`src/rtl/trng_pkg.sv`:
```
// ----------------------------------------------------------------------------
// trng_pkg
// Shared constants and types for the ring-mux TRNG collector.
//   WORD_W_DEF     : default output word width
//   SAMPLE_DIV_DEF : default clocks between raw-bit samples
//   RCT_LIMIT_DEF  : default repetition-count threshold (health test)
//   SEL_W          : width of the mux-tree select vector
//   pair_state_e   : von Neumann pair FSM states
// ----------------------------------------------------------------------------
package trng_pkg;

    localparam int WORD_W_DEF     = 8;
    localparam int SAMPLE_DIV_DEF = 4;
    localparam int RCT_LIMIT_DEF  = 32;
    localparam int SEL_W          = 3;

    typedef enum logic {
        FIRST  = 1'b0,
        SECOND = 1'b1
    } pair_state_e;

endpackage

```
`src/rtl/trng_vn_debias.sv`:
```
// ----------------------------------------------------------------------------
// trng_vn_debias
// Von Neumann pair FSM. Consumes one sample per strobe, groups samples into
// non-overlapping pairs and emits the first bit of every unequal pair.
//
//   state  | meaning
//   -------+---------------------------------------------------------------
//   FIRST  | waiting for the first sample of a pair
//   SECOND | first sample held in b0, waiting for the second sample
//
// Ports:
//   clk          : system clock
//   rst_n        : asynchronous active-low reset
//   strobe_i     : sample strobe (one cycle)
//   sample_i     : synchronised raw sample, valid when strobe_i=1
//   clear_i      : forces FIRST and discards a held first sample
//   bit_valid_o  : debiased bit available this cycle
//   bit_o        : debiased bit (pair 10 -> 1, 01 -> 0)
// ----------------------------------------------------------------------------
module trng_vn_debias
    import trng_pkg::*;
(
    input  logic clk,
    input  logic rst_n,
    input  logic strobe_i,
    input  logic sample_i,
    input  logic clear_i,
    output logic bit_valid_o,
    output logic bit_o
);

    pair_state_e state_q, state_d;
    logic        b0_q, b0_d;

    always_ff @(posedge clk or negedge rst_n) begin
        if (!rst_n) begin
            state_q <= FIRST;
            b0_q    <= 1'b0;
        end else begin
            state_q <= state_d;
            b0_q    <= b0_d;
        end
    end

    always_comb begin
        state_d     = state_q;
        b0_d        = b0_q;
        bit_valid_o = 1'b0;
        if (clear_i) begin
            state_d = FIRST;
        end else if (strobe_i) begin
            case (state_q)
                FIRST: begin
                    b0_d    = sample_i;
                    state_d = SECOND;
                end
                SECOND: begin
                    bit_valid_o = (b0_q != sample_i);
                    state_d     = FIRST;
                end
                default: state_d = FIRST;
            endcase
        end
    end

    // The emitted bit of an unequal pair is always the first sample.
    assign bit_o = b0_q;

endmodule

```
`src/rtl/trng_collector.sv`:
```
// ----------------------------------------------------------------------------
// trng_collector
// Consumer end of the ring-mux entropy source. Steps the mux-tree select,
// samples the raw bit through a 2-flop synchroniser, debiases with a von
// Neumann extractor and packs the result into WORD_W-bit words presented on
// a valid/ready handshake.
//
// Build option:
//   TRNG_HEALTH_EN : adds a repetition-count test on the strobe samples; a run
//                    of RCT_LIMIT equal samples sets a sticky health_fail that
//                    blocks new words. Without it health_fail is tied low.
//
// Ports:
//   clk         : system clock (100 MHz)
//   rst_n       : asynchronous active-low reset
//   en          : sampling enable
//   raw_bit     : asynchronous raw bit from the mux tree
//   sel         : mux-tree select, advances once per sample strobe
//   word        : random word, valid while word_valid=1
//   word_valid  : output word available
//   word_ready  : downstream accepts word
//   health_fail : sticky health-test failure flag
// ----------------------------------------------------------------------------
module trng_collector
    import trng_pkg::*;
#(
    parameter int WORD_W     = WORD_W_DEF,
    parameter int SAMPLE_DIV = SAMPLE_DIV_DEF,
    parameter int RCT_LIMIT  = RCT_LIMIT_DEF
) (
    input  logic              clk,
    input  logic              rst_n,
    input  logic              en,
    input  logic              raw_bit,
    output logic [SEL_W-1:0]  sel,
    output logic [WORD_W-1:0] word,
    output logic              word_valid,
    input  logic              word_ready,
    output logic              health_fail
);

    localparam int DIV_W = $clog2(SAMPLE_DIV);
    localparam int CNT_W = $clog2(WORD_W + 1);

    logic              meta_q, sync_q;
    logic [DIV_W-1:0]  div_q, div_d;
    logic [SEL_W-1:0]  sel_q, sel_d;
    logic [WORD_W-1:0] shift_q, shift_d;
    logic [CNT_W-1:0]  cnt_q, cnt_d;
    logic [WORD_W-1:0] word_q, word_d;
    logic              valid_q, valid_d;

    logic strobe;
    logic deb_valid, deb_bit;
    logic full, xfer, load, hold_out;

    // ------------------------------------------------------------------
    // Raw-bit synchroniser
    // ------------------------------------------------------------------
    always_ff @(posedge clk or negedge rst_n) begin
        if (!rst_n) begin
            meta_q <= 1'b0;
            sync_q <= 1'b0;
        end else begin
            meta_q <= raw_bit;
            sync_q <= meta_q;
        end
    end

    // ------------------------------------------------------------------
    // Sample divider and select stepping
    // ------------------------------------------------------------------
    assign strobe = en && (div_q == DIV_W'(SAMPLE_DIV - 1));

    always_comb begin
        div_d = div_q;
        sel_d = sel_q;
        if (!en || strobe) begin
            div_d = '0;
        end else begin
            div_d = div_q + DIV_W'(1);
        end
        if (strobe) begin
            sel_d = sel_q + SEL_W'(1);
        end
    end

    always_ff @(posedge clk or negedge rst_n) begin
        if (!rst_n) begin
            div_q <= '0;
            sel_q <= '0;
        end else begin
            div_q <= div_d;
            sel_q <= sel_d;
        end
    end

    // ------------------------------------------------------------------
    // Von Neumann extractor
    // ------------------------------------------------------------------
    trng_vn_debias u_debias (
        .clk         (clk),
        .rst_n       (rst_n),
        .strobe_i    (strobe),
        .sample_i    (sync_q),
        .clear_i     (!en),
        .bit_valid_o (deb_valid),
        .bit_o       (deb_bit)
    );

    // ------------------------------------------------------------------
    // Optional repetition-count health test
    // ------------------------------------------------------------------
`ifdef TRNG_HEALTH_EN
    localparam int RCT_W = $clog2(RCT_LIMIT + 1);

    logic             prev_q, prev_d;
    logic [RCT_W-1:0] rct_q, rct_d;
    logic             fail_q, fail_d;

    always_comb begin
        prev_d = prev_q;
        rct_d  = rct_q;
        fail_d = fail_q;
        if (strobe) begin
            prev_d = sync_q;
            // A zero count marks "no previous sample yet" after reset.
            if ((rct_q == '0) || (sync_q != prev_q)) begin
                rct_d = RCT_W'(1);
            end else if (rct_q != RCT_W'(RCT_LIMIT)) begin
                rct_d = rct_q + RCT_W'(1);
            end
            if (rct_d == RCT_W'(RCT_LIMIT)) begin
                fail_d = 1'b1;
            end
        end
    end

    always_ff @(posedge clk or negedge rst_n) begin
        if (!rst_n) begin
            prev_q <= 1'b0;
            rct_q  <= '0;
            fail_q <= 1'b0;
        end else begin
            prev_q <= prev_d;
            rct_q  <= rct_d;
            fail_q <= fail_d;
        end
    end

    assign hold_out    = fail_q;
    assign health_fail = fail_q;
`else
    assign hold_out    = 1'b0;
    // Without the health test the flag is constant low; the comparison only
    // keeps RCT_LIMIT referenced so the parameter list stays identical.
    assign health_fail = (RCT_LIMIT < 0);
`endif

    // ------------------------------------------------------------------
    // Word assembly and output slot
    // ------------------------------------------------------------------
    assign full = (cnt_q == CNT_W'(WORD_W));
    assign xfer = valid_q && word_ready;
    // A full word may move into the slot on the same edge the old one leaves.
    assign load = full && (!valid_q || xfer) && !hold_out;

    always_comb begin
        shift_d = shift_q;
        cnt_d   = cnt_q;
        word_d  = word_q;
        valid_d = valid_q;
        if (xfer) begin
            valid_d = 1'b0;
        end
        if (load) begin
            word_d  = shift_q;
            valid_d = 1'b1;
            cnt_d   = '0;
        end else if (deb_valid && !full) begin
            // Bits arriving while the shift register is full are dropped.
            shift_d = {shift_q[WORD_W-2:0], deb_bit};
            cnt_d   = cnt_q + CNT_W'(1);
        end
    end

    always_ff @(posedge clk or negedge rst_n) begin
        if (!rst_n) begin
            shift_q <= '0;
            cnt_q   <= '0;
            word_q  <= '0;
            valid_q <= 1'b0;
        end else begin
            shift_q <= shift_d;
            cnt_q   <= cnt_d;
            word_q  <= word_d;
            valid_q <= valid_d;
        end
    end

    assign sel        = sel_q;
    assign word       = word_q;
    assign word_valid = valid_q;

endmodule

```
`config.mk`:
```
export PLATFORM = sky130hd
export DESIGN_NAME = trng_collector
export DESIGN_NICKNAME = d
export VERILOG_FILES = /design/src/rtl/trng_pkg.sv /design/src/rtl/trng_vn_debias.sv /design/src/rtl/trng_collector.sv
export SDC_FILE = /design/constraint.sdc
export NUM_CORES = 1
export LEC_CHECK = 0
export BUFFER_PORTS_ARGS = -buffer_cell sky130_fd_sc_hd__clkbuf_2
export CORE_MARGIN = 3
export CORE_UTILIZATION = 59
export DETAILED_ROUTE_END_ITERATION = 16
export PLACE_DENSITY = 0.84
export SLEW_MARGIN = 25
export SYNTH_ARGS = -nofsm -noshare
export SYNTH_HDL_FRONTEND = slang
export SYNTH_HIERARCHICAL = 1
export SYNTH_SLANG_ARGS = --single-unit
export TNS_END_PERCENT = 1
```
`constraint.sdc`:
```
create_clock -name clk -period 3.95 [get_ports clk]
set_input_delay 0.79 -clock clk [delete_from_list [all_inputs] [get_ports clk]]
set_output_delay 0.79 -clock clk [all_outputs]
set_load 0.01 [all_outputs]
```
== After elaboration in Yosys (flattened, before gate mapping) ==
Cells that the tools add are included.
Word-level totals
  bits in writable memories: 0
  output and inout bits: 13
  bits in latches: 0
  memories kept: 0
  bits in registers: 30
  memory bits (read-only): 0
Cells by class
  reduce and logical (&&, ||, !) cells: 13
  multiplexer cells: 11
  equality and inequality tests: 4
  multiply operators: 0
  add/subtract/negate cells: 3
  shifts and indexed selects: 0
  div/mod/pow operators: 0
  order comparisons: 0
  bitwise gates (word level): 2
Operators with widths (count)
  2-to-1 mux 4 bit: 2
  2-to-1 mux 1 bit: 7
  adder 4 x 1 -> 4 bit (second input constant): 1
  == test 4 bit (second input constant): 1
  logical AND 1 bit: 4
  nonzero test 2 bit: 2
  adder 3 x 1 -> 3 bit (second input constant): 1
  zero test 1 bit: 3
  AND reduction 3 bit: 1
  adder 2 x 1 -> 2 bit (second input constant): 1
  == test 2 bit (second input constant): 1
  logical OR 1 bit: 2
  2-to-1 mux 2 bit: 1
  != test 2 x 1 -> 1 bit (second input constant): 1
  inverter 1 bit: 2
  case mux 1 bit (2 select lines): 1
  AND reduction 2 bit: 1
  != test 1 bit: 1

== Depth between registers and ports, before layout ==
  word-level depth: 7
  mapped depth: 7

== Cells and area by module ==
Netlist, hierarchy kept.
By module, submodules not included
  trng_collector: seq. area each 700.7 um^2, area each 1186.1 um^2, cells each 78, times used 1
  trng_vn_debias: seq. area each 50.0 um^2, area each 110.1 um^2, cells each 8, times used 1

== Worst setup path after synthesis ==
No wires, ideal clock.
  kind: input to register
  start: in en
  end: reg shift_q[0]
  arrival time: 1674 ps
  slack: 2151 ps
  cell stages on the path: 5
  required time: 3825 ps
  path buffers: 0
  cells stage by stage: nand2_1 > inv_1 > and4b_2 > nand2_2 > mux2_2
Between the ends
  longest elaborated chain between the ends: 5
RTL lines
  start: declaration: RTL line trng_collector.sv:33  | input logic en,
  logical AND 1 bit: RTL line trng_collector.sv:73  | assign strobe = en && (div_q == DIV_W'(SAMPLE_DIV - 1));
  via strobe: RTL line trng_collector.sv:53  | logic strobe;
  2-to-1 mux 1 bit: RTL line trng_vn_debias.sv:51  | end else if (strobe_i) begin
  2-to-1 mux 1 bit: RTL line trng_vn_debias.sv:49  | if (clear_i) begin
  via deb_valid: RTL line trng_collector.sv:54  | logic deb_valid, deb_bit;
  logical AND 1 bit: RTL line trng_collector.sv:180  | end else if (deb_valid && !full) begin
  AND reduction 2 bit (no source line)
  end signal: assignment: RTL line trng_collector.sv:194  | shift_q <= shift_d;
  end: declaration: RTL line trng_collector.sv:48  | logic [WORD_W-1:0] shift_q, shift_d;
The timed path passes the listed nets, and every way through them passes these cells.
A chain may end at the register's enable or synchronous reset.

== Final worst setup path ==
  start: reg div_q[0]
  end: reg shift_q[2]
Between the ends
  longest elaborated chain between the ends: 6
RTL lines
  start: declaration: RTL line trng_collector.sv:46  | logic [DIV_W-1:0] div_q, div_d;
  start signal: assignment: RTL line trng_collector.sv:93  | div_q <= div_d;
  == test 2 bit: RTL line trng_collector.sv:73
  logical AND 1 bit: RTL line trng_collector.sv:73
  via strobe: RTL line trng_collector.sv:53
  2-to-1 mux 1 bit: RTL line trng_vn_debias.sv:51
  2-to-1 mux 1 bit: RTL line trng_vn_debias.sv:49
  via deb_valid: RTL line trng_collector.sv:54
  logical AND 1 bit: RTL line trng_collector.sv:180
  AND reduction 2 bit (no source line)
The timed path passes the listed nets, and every way through them passes these cells.

==> out/summary.md <==
In this run the deepest clock path goes through 2 buffers. The tools report the total power after layout as 0.649 mW. At the worst endpoint, the arrival time is 2.04 ns.

STA puts the critical path data required time at 4.16 ns. The number of nets with antenna violations after detailed routing came out at 0. After layout, the minimum clock period comes to 1.83 ns.

Walking the worst path, the cells encountered are ha_1 > nand2_1 > inv_1 > and4b_2 > nand2_2 > mux2_2. 18 I/O pins were placed. The initial core utilization was 64.1%.

The final clock period utilization by the worst path was 46.3%. Post-CTS timing repair inserted 0 buffers for setup. The number of pins exceeding their max-slew limit in the final report was 0; the via total after detailed routing was 706.

The logs give 0 for the number of antenna violations at the first check in global routing and 2 for the total iterations of the first detailed-routing run. The floorplan step defined a core boundary enclosing 2020 sq um. The overall routing resource usage is 18.3%, and the number of antenna diodes is 0. The clock arrives with 0.00757 ns of skew. For this run the aggregate overflow at the end of global routing stands at 0. The run gives 2800 sq um as the area of the die. Compared with the post-synthesis result, the final layout area differs by 12.6%. Buffers inserted during clock tree synthesis total 5.

For the maximum level of the CTS H-tree, the log shows 2. After the flow finishes, the layout carries non-filler instances totaling 135. The number of nets in the synthesized netlist is 95.

Highest-delay cell along the critical path: sky130_fd_sc_hd__dfrtp_1. The area used by multi-input combinational logic is 503 sq um, and the DRC violation total after the first TritonRoute iteration is 2. For the via count of the first global-routing pass, the log shows 704. Across the run, the number of max-cap violations was 0.

Based on the critical path, the design can be clocked at up to 546 MHz. The Yosys step of the flow raised 6 warnings. The number of buffers and inverters on the critical path is 1. Buffers inserted to repair hold after CTS numbered 0. Total of flip-flops plus latches after synthesis: 30. In the layout the commonest cells are 30 x sky130_fd_sc_hd__dfrtp_1, 16 x sky130_fd_sc_hd__clkbuf_2, 10 x sky130_fd_sc_hd__mux2_2. The floorplan has 16 rows.

Setup violations remaining at the end of the flow were counted as 0. After detailed placement, the design holds a cell count of 127. The horizontal extent of the die was 52.9 microns.

The headroom to the max-slew limit was 52.7%. Grouping stages by cell kind, the critical path spends the most delay in simple AND/OR/NAND/NOR gates. The worst setup path is of the flip-flop to flip-flop kind. TritonCTS built the clock tree.

The tightest min-delay check is of the flip-flop to flip-flop type. For this block, the routed nets add up to 1960 microns of wire. For this run, the post-layout net count is 116.

The count of input and output buffers is 16, and the global-route wire length before repair is 3370 microns. Cells with a size suffix above 1 make up 44.4% of the layout. The clock-pin transition on the worst setup and hold timing paths is 0.10 ns. In the routed layout, each cell is associated on average with a via count of 5.23.

For the pin with the worst max-slew slack, the measured transition is 0.709 ns. The worst setup path is captured at a flip-flop. Once the clock tree was built, the resizer swapped 0 gates to a different size. The routed length per instance was 14.5 microns; the cell area after technology mapping was 1300 sq um. The congestion estimate from routability-driven global placement came to 0.684. In this run the worst path has a maximum fanout of 8. The number of filler instances in the final layout came out at 131.

In this run the clock root is driven by a sky130_fd_sc_hd__clkbuf_4. For the storage element area, the log shows 751 sq um. The gate count of the mapped netlist came out at 86. The die boundary height was 52.9 microns. Detailed placement ended at an HPWL of 1380 microns. For the maximum number of pins on one net before global-route repair, the log shows 31. After synthesis, flip-flops and latches occupy 57.9% of the total area. Setup repair after global routing left no endpoint under its margin. Across the VDD grid, the largest voltage drop is 0.000530 V.

The number of sinks handled by clock tree synthesis is 30. Most common cell after layout, fill and taps aside: sky130_fd_sc_hd__dfrtp_1. In this run the power density over the cells is 445 nW/um^2. The flow ran to the end, and the final reports show no timing, DRC or antenna violations. The number of unique standard cell types used by synthesis is 26, and the static leakage power is 0.784 nW. In the final timing run, aggregate negative setup slack is 0 ns. In the routed design, unresolved DRC markers number 0.

The worst register-to-register path has a setup slack of 2.12 ns. STA classifies the critical path startpoint as a flip-flop. The hold violation count in the final report was 0. The run gives 0.33 ns as the clock latency reported for the late side of the worst-skew pair. The mean cell area of the mapped netlist was 15.1 sq um; the maximum cell stage delay along the critical path was 0.41 ns.
-- metrics by stage --
| stage | hold WS, ns | cell area [sq um] | util [%] | setup WS, ns |
|---|---|---|---|---|
| 3_3_place_gp | 0.337 | 1380 | 68.4 | 1.98 |
| 5_1_grt | 0.369 | 1460 | 72.2 | 2.00 |
| 6_report | 0.361 | 1460 | 72.2 | 2.12 |
| 4_1_cts | 0.365 | 1460 | 72.2 | 2.09 |
| 2_1_floorplan | 0.331 | 1300 | - | 2.15 |
| 3_5_place_dp | 0.342 | 1380 | 68.4 | 1.91 |
-- synthesized netlist by cell type (all sizes together) --
library cell	instances	area share, %
dfrtp	30	58
mux2	19	19
nand2	5	1.6
ha	4	3.9
inv	4	1.2
xnor2	3	2.0
xor2	3	2.0
buf	2	2.1
nor2	2	0.58
nor3b	2	1.5
a211oi	1	0.58
a21o	1	0.58
and4b	1	0.87
conb	1	0.29
mux2i	1	0.77
nand2b	1	0.48
nand3	1	0.39
nand3b	1	1.5
nand4	1	0.48
nor2b	1	1.1
nor3	1	0.39
o31ai	1	0.58
-- kinds of logic after synthesis --
family                   share of synthesized area (%)
flip-flops                                        57.9
multiplexers                                      19.9
AND/OR/NAND/NOR                                   8.98
XOR/XNOR                                          4.05
buffers and inverters                             3.28
adder cells (fa/ha/maj)                           3.86
AO/OA/AOI/OAI                                     1.74
other                                            0.289
-- power breakdown --
part / switching [mW] / leakage (nW) / internal [mW]
Sequential: 0.0180 / 0.408 / 0.328
Combinational: 0.0326 / 0.331 / 0.0335
Clock: 0.106 / 0.0450 / 0.131
-- flip-flops by register name (all words and copies together) (netlist names) --
name              count
u_debias/bit_o        1
meta_q                1
u_debias/state_q      1
word_valid            1
div_q                 2
cnt_q                 4
sync_q                1
shift_q               8
word                  8
sel                   3
-- layer usage --
layer	vias to the layer above	wire length (microns)	part of all wire [%]	global-route usage, %
met3	6	130	6.6	7.89
met2	21	966	49	28.3
met4	0	51	2.6	10.2
met1	343	809	41	21.2
met5	-	0	0	0
li1	336	-	-	-
-- layout make-up --
type	count	area share, %
clock buffers	5	2.57
clock inverters	3	2.74
inverters	4	1.03
multi-input cells	50	34.4
flip-flops and latches	30	51.4
well taps	27	2.31
repair buffers	16	5.48
-- path summary, 6_finish.rpt --
check,to,startpoint,cells after the start
setup / recovery,shift_q[2],div_q[0],6
hold / removal,sync_q,meta_q,0
setup reg to reg,shift_q[2],div_q[0],6
hold reg to reg,sync_q,meta_q,0
max in group asynchronous,sel[0],rst_n,1
min in group asynchronous,cnt_q[2],rst_n,1
(Power assumes the default switching activity.)
